`src/rtl/step_sequencer.sv`:
```
// step_sequencer: five-axis Bresenham step-pulse scheduler with endstop suppression and abort
module step_sequencer #(
    parameter int STEP_W    = 16,
    parameter int PERIOD_W  = 16,
    parameter int PULSE_W   = 50,
    parameter int DIR_SETUP = 25
) (
    input  logic                  clk_clk,
    input  logic                  reset_reset_n,
    input  logic                  cmd_valid,
    output logic                  cmd_ready,
    input  logic [5*STEP_W-1:0]   cmd_steps,
    input  logic [4:0]            cmd_dir,
    input  logic [PERIOD_W-1:0]   cmd_period,
    input  logic [2:0]            endstop_min,
    input  logic [2:0]            endstop_max,
    input  logic                  abort,
    input  logic                  motor_en,
    output logic [2:0]            step_motor_x,
    output logic [2:0]            step_motor_y,
    output logic [2:0]            step_motor_z,
    output logic [2:0]            step_motor_e0,
    output logic [2:0]            step_motor_e1,
    output logic                  busy,
    output logic                  done,
    output logic                  aborted,
    output logic [2:0]            endstop_hit
);
    typedef enum logic [1:0] {IDLE, LOAD, SETUP, RUN} state_t;

    localparam logic [PERIOD_W-1:0] PULSE_LAST = PERIOD_W'(PULSE_W - 1);
    localparam logic [PERIOD_W-1:0] MIN_P      = PERIOD_W'(2 * PULSE_W);
    localparam logic [15:0]         SETUP_LAST = 16'(DIR_SETUP - 1);

    state_t state, state_nx;
    logic [STEP_W-1:0]   steps [5];
    logic [STEP_W:0]     acc [5];
    logic [STEP_W:0]     sum [5];
    logic [STEP_W:0]     acc_nx [5];
    logic [4:0]          dir_cmd, dir, step, req, sup;
    logic [PERIOD_W-1:0] period, p_last, pcnt;
    logic [STEP_W-1:0]   n, n_max, ev_left;
    logic [15:0]         scnt;
    logic [2:0]          min_s1, min_s, max_s1, max_s;
    logic                abort_q, abort_any, fire, fin, fin_ab, en;

    assign busy      = state != IDLE;
    assign cmd_ready = (state == IDLE) && reset_reset_n;
    assign en        = (busy | motor_en) & reset_reset_n;
    assign abort_any = abort | abort_q;
    assign p_last    = (period > MIN_P ? period : MIN_P) - PERIOD_W'(1);

    assign step_motor_x  = {en, dir[0], step[0]};
    assign step_motor_y  = {en, dir[1], step[1]};
    assign step_motor_z  = {en, dir[2], step[2]};
    assign step_motor_e0 = {en, dir[3], step[3]};
    assign step_motor_e1 = {en, dir[4], step[4]};

    // move length is the largest per-axis count
    always_comb begin
        n_max = '0;
        for (int i = 0; i < 5; i++) n_max = steps[i] > n_max ? steps[i] : n_max;
    end

    // Bresenham update for every axis plus endstop suppression on X/Y/Z
    always_comb begin
        req = '0;
        for (int i = 0; i < 5; i++) begin
            sum[i]    = acc[i] + {1'b0, steps[i]};
            req[i]    = sum[i] >= {1'b0, n};
            acc_nx[i] = req[i] ? sum[i] - {1'b0, n} : sum[i];
        end
        sup = {2'b00, req[2:0] & ((min_s & ~dir[2:0]) | (max_s & dir[2:0]))};
    end

    // next-state logic; fire marks the edge that launches an event period
    always_comb begin
        state_nx = state;
        fire     = 1'b0;
        fin      = 1'b0;
        fin_ab   = 1'b0;
        case (state)
            IDLE:  state_nx = cmd_valid ? LOAD : IDLE;
            LOAD: begin
                fin      = abort || n_max == '0;
                fin_ab   = abort;
                state_nx = fin ? IDLE : SETUP;
            end
            SETUP: begin
                fin      = abort;
                fin_ab   = abort;
                fire     = !abort && scnt == SETUP_LAST;
                state_nx = abort ? IDLE : fire ? RUN : SETUP;
            end
            RUN: begin
                fin_ab   = abort_any && pcnt >= PULSE_LAST;
                fin      = fin_ab || (!abort_any && pcnt == p_last && ev_left == '0);
                fire     = !abort_any && pcnt == p_last && ev_left != '0;
                state_nx = fin ? IDLE : RUN;
            end
            default: state_nx = IDLE;
        endcase
    end

    // state register
    always_ff @(posedge clk_clk or negedge reset_reset_n) begin
        if (!reset_reset_n) state <= IDLE;
        else                state <= state_nx;
    end

    // two-flop synchronizers for the asynchronous endstops
    always_ff @(posedge clk_clk or negedge reset_reset_n) begin
        if (!reset_reset_n) begin
            min_s1 <= '0;
            min_s  <= '0;
            max_s1 <= '0;
            max_s  <= '0;
        end else begin
            min_s1 <= endstop_min;
            min_s  <= min_s1;
            max_s1 <= endstop_max;
            max_s  <= max_s1;
        end
    end

    // command latch, accumulators, period timing and step/status outputs
    always_ff @(posedge clk_clk or negedge reset_reset_n) begin
        if (!reset_reset_n) begin
            for (int i = 0; i < 5; i++) begin
                steps[i] <= '0;
                acc[i]   <= '0;
            end
            dir_cmd     <= '0;
            dir         <= '0;
            step        <= '0;
            period      <= '0;
            pcnt        <= '0;
            n           <= '0;
            ev_left     <= '0;
            scnt        <= '0;
            abort_q     <= 1'b0;
            done        <= 1'b0;
            aborted     <= 1'b0;
            endstop_hit <= '0;
        end else begin
            done    <= fin;
            aborted <= fin_ab;
            abort_q <= state_nx == RUN && abort_any;
            if (state == IDLE && cmd_valid) begin
                for (int i = 0; i < 5; i++) steps[i] <= cmd_steps[i*STEP_W +: STEP_W];
                dir_cmd     <= cmd_dir;
                period      <= cmd_period;
                endstop_hit <= '0;
            end
            if (state == LOAD) begin
                n    <= n_max;
                scnt <= '0;
                for (int i = 0; i < 5; i++) acc[i] <= {1'b0, n_max >> 1};
                if (!fin) dir <= dir_cmd;
            end
            if (state == SETUP) scnt <= scnt + 16'd1;
            if (fire) begin
                for (int i = 0; i < 5; i++) acc[i] <= acc_nx[i];
                step        <= req & ~sup;
                endstop_hit <= endstop_hit | sup[2:0];
                pcnt        <= '0;
                ev_left     <= state == SETUP ? n - STEP_W'(1) : ev_left - STEP_W'(1);
            end else if (state == RUN) begin
                pcnt <= pcnt + PERIOD_W'(1);
                step <= (pcnt == PULSE_LAST || fin) ? '0 : step;
            end
        end
    end
endmodule
```
`config.mk`:
```
export PLATFORM = sky130hd
export DESIGN_NAME = step_sequencer
export DESIGN_NICKNAME = d
export VERILOG_FILES = /design/src/rtl/step_sequencer.sv
export SDC_FILE = /design/constraint.sdc
export NUM_CORES = 1
export LEC_CHECK = 0
export ABC_CLOCK_PERIOD_IN_PS = 19900
export BUFFER_PORTS_ARGS = -buffer_cell sky130_fd_sc_hd__buf_2
export CAP_MARGIN = 20
export CORE_ASPECT_RATIO = 1.4
export CORE_MARGIN = 3
export CORE_UTILIZATION = 45
export CTS_BUF_LIST = sky130_fd_sc_hd__clkbuf_8
export CTS_CLUSTER_DIAMETER = 120
export CTS_CLUSTER_SIZE = 10
export DETAILED_ROUTE_END_ITERATION = 6
export MAX_ROUTING_LAYER = met4
export PLACE_DENSITY = 0.59
export SYNTH_ARGS = -nofsm -noshare
export SYNTH_HDL_FRONTEND = slang
export SYNTH_SLANG_ARGS = --single-unit
```
`constraint.sdc`:
```
create_clock -name clk_clk -period 19.9 [get_ports clk_clk]
set_input_delay 4.975 -clock clk_clk [delete_from_list [all_inputs] [get_ports clk_clk]]
set_output_delay 4.975 -clock clk_clk [all_outputs]
set_load 0.01 [all_outputs]
```
==> metrics.txt <==
H-tree depth 1; Main synth FF type dfrtp_1; die area 54030 um^2; Root Driver clkbuf_8; CTS Hold Bufs 0; share of cells above drive strength 1 0.1321; RD Place Congestion 0.9240; met1 usage 0.3371; Avg Cell Area, Syn 8.811 um^2; Util after Layout 0.4935; initial antenna violation count 1; Buf+Inv Stages, Crit Path 2; commonest cells after routing, fill and taps aside dfrtp_1 (280), a21oi_1 (278), ha_1 (233); FILL cells 4787; Worst setup EP type flop; final net count 3059; gr ovfl total 0; final worst slack 8.605 ns; max-cap viol count 0; final setup TNS 0 ns; Unique masters post-synth 92; CTS tree done; M2 GR Usage 0.4946; Num CTS Buffers 31; Synth Warn # 0; clk buf depth 3; CTS resizes 0; # IOs 134; sequential-to-total area share from yosys stat 0.3039; Setup CP Type reg2reg; Synth Instances 2617; relative slew slack 0.2185; CORE AREA 50370 um^2; WL/cell 22.69 um; Worst-path clk slew 0.08 ns; RSZ-0062 raised after global routing no; Routed WL 75970 um; area of the multi-input gates 15050 um^2; Starting Density 0.4578; CP max stage delay 0.95 ns; Final min period 11.30 ns; Final setup viols 0; Worst Path Required 20.44 ns; Hold Fails Final Rpt 0; status completed; Layout area overhead 7.786%; Slowest-stage cell, CP a221oi_4; post-synthesis register bit count 280; Mapped Area 23060 um^2; clock net sink count 280; Min-Delay Path Class reg2reg; Via density 6.034; Min Hold Slack 0.3494 ns; Tcrit/Tclk final 0.5676; cell row count 97; die width 197.3 um; DR iter-0 viols 1087; GRT Util Overall 0.2849; vias in the first global route 20370; first-pass GRT wire length 116500 um; CP Launch Type flop; Worst Max-Slew Pin Slew 1.170 ns; fmax 0.08853 GHz; Synthesized Nets 2972; buffers added on ports 133; Post-CTS Setup Bufs 0; Worst-Skew Late Latency 0.67 ns; largest net degree at the start of global routing 144; pre-CTS setup slack 8.640 ns; GR peak layer met2; Critical Path AT 11.84 ns; router iterations before antenna repair 5; number of flops mapped to enable cells by yosys 0; Final Max Tran Viols 0; total area of sequential cells 7007 um^2; # DRC 0; post-route ant nets 0; grt met3 use 0.02450; commonest non-fill, non-tap cell in the layout dfrtp_1; Clock Skew 0.02781 ns; DR vias 20200; DIE HEIGHT 273.8 um; async set-or-reset flop fraction in the synthesized netlist 1.000; DP HPWL 57860 um; CP delay by family, top compound AO/OA/AOI/OAI gates; top fanout value on the critical path 34
-- cells in the mapped netlist (33+ instances only) --
cell type,count,share of area
mux2_2,109,0.053
nand3_1,60,0.013
a21o_1,49,0.016
nand4_1,36,0.0098
inv_1,170,0.028
nor3_1,62,0.013
clkbuf_1,72,0.012
o21bai_1,33,0.011
dfrtp_1,280,0.30
nand2_1,135,0.022
xor2_1,49,0.019
a211oi_1,42,0.014
mux2i_1,75,0.033
a21oi_1,278,0.060
ha_1,233,0.13
o21ai_0,141,0.031
nor2_1,230,0.037
xnor2_1,140,0.053
-- sequential cells by signal, indices dropped and copies added (netlist names) --
| name | flops |
|---|---|
| state | 2 |
| min_s1 | 3 |
| steps | 80 |
| ev_left | 16 |
| endstop_hit | 3 |
| abort_q | 1 |
| acc | 85 |
| step | 5 |
| pcnt | 16 |
| max_s1 | 3 |
| scnt | 16 |
| dir | 5 |
| min_s | 3 |
| done | 1 |
| n | 16 |
| dir_cmd | 5 |
| aborted | 1 |
| period | 16 |
| max_s | 3 |
-- per-layer routing --
layer / share of wire / vias up / routed length [um]
met5: 0 / - / 0
met3: 0.050 / 164 / 3783
met2: 0.50 / 613 / 37660
met1: 0.40 / 9808 / 30770
met4: 0.050 / 0 / 3762
li1: - / 9618 / -
-- final cells by class --
cell class	instances	area share
Antenna cell	2	0.0002014
Clock buffer	31	0.01717
Clock inverter	1	0.0003021
Inverter	171	0.02583
Multi-Input combinational cell	2063	0.6057
Sequential cell	280	0.2819
Tap cell	643	0.03237
Timing Repair Buffer	157	0.03655
-- stage by stage --
stage / instance area [um^2] / cells
after floorplan: 23060 / 2617
after global placement: 24340 / 3310
after detailed placement: 24340 / 3310
after CTS: 24780 / 3342
after global routing: 24850 / 3347
final: 24850 / 3348
-- logic make-up (layout without fill, tap and decap cells) --
| logic type | after synthesis | after routing | share of synthesized area |
|---|---|---|---|
| compound gates | 735 | 735 | 0.2007 |
| simple gates | 703 | 703 | 0.1502 |
| flops | 280 | 280 | 0.3039 |
| buf+inv | 274 | 360 | 0.04699 |
| fa+ha+maj | 243 | 243 | 0.1351 |
| mux | 192 | 192 | 0.09067 |
| xor+xnor | 190 | 190 | 0.07249 |
| other cells | 0 | 2 | 0 |
-- worst paths after layout --
path	from	endpoint	slack, ns	cells after the start
worst min-delay path	min_s1[2]	min_s[2]	0.35	0
worst min register to register	min_s1[2]	min_s[2]	0.35	0
worst max-delay path	steps[65]	dir[3]	8.60	39
worst max register to register	steps[65]	dir[3]	8.60	39
max in group asynchronous	reset_reset_n	steps[9]	14.25	2
min in group asynchronous	reset_reset_n	period[4]	4.27	1
Power is left out: the tool's default activity adds up to more than one toggle a clock period on the data nets, which glitch-free logic cannot reach.
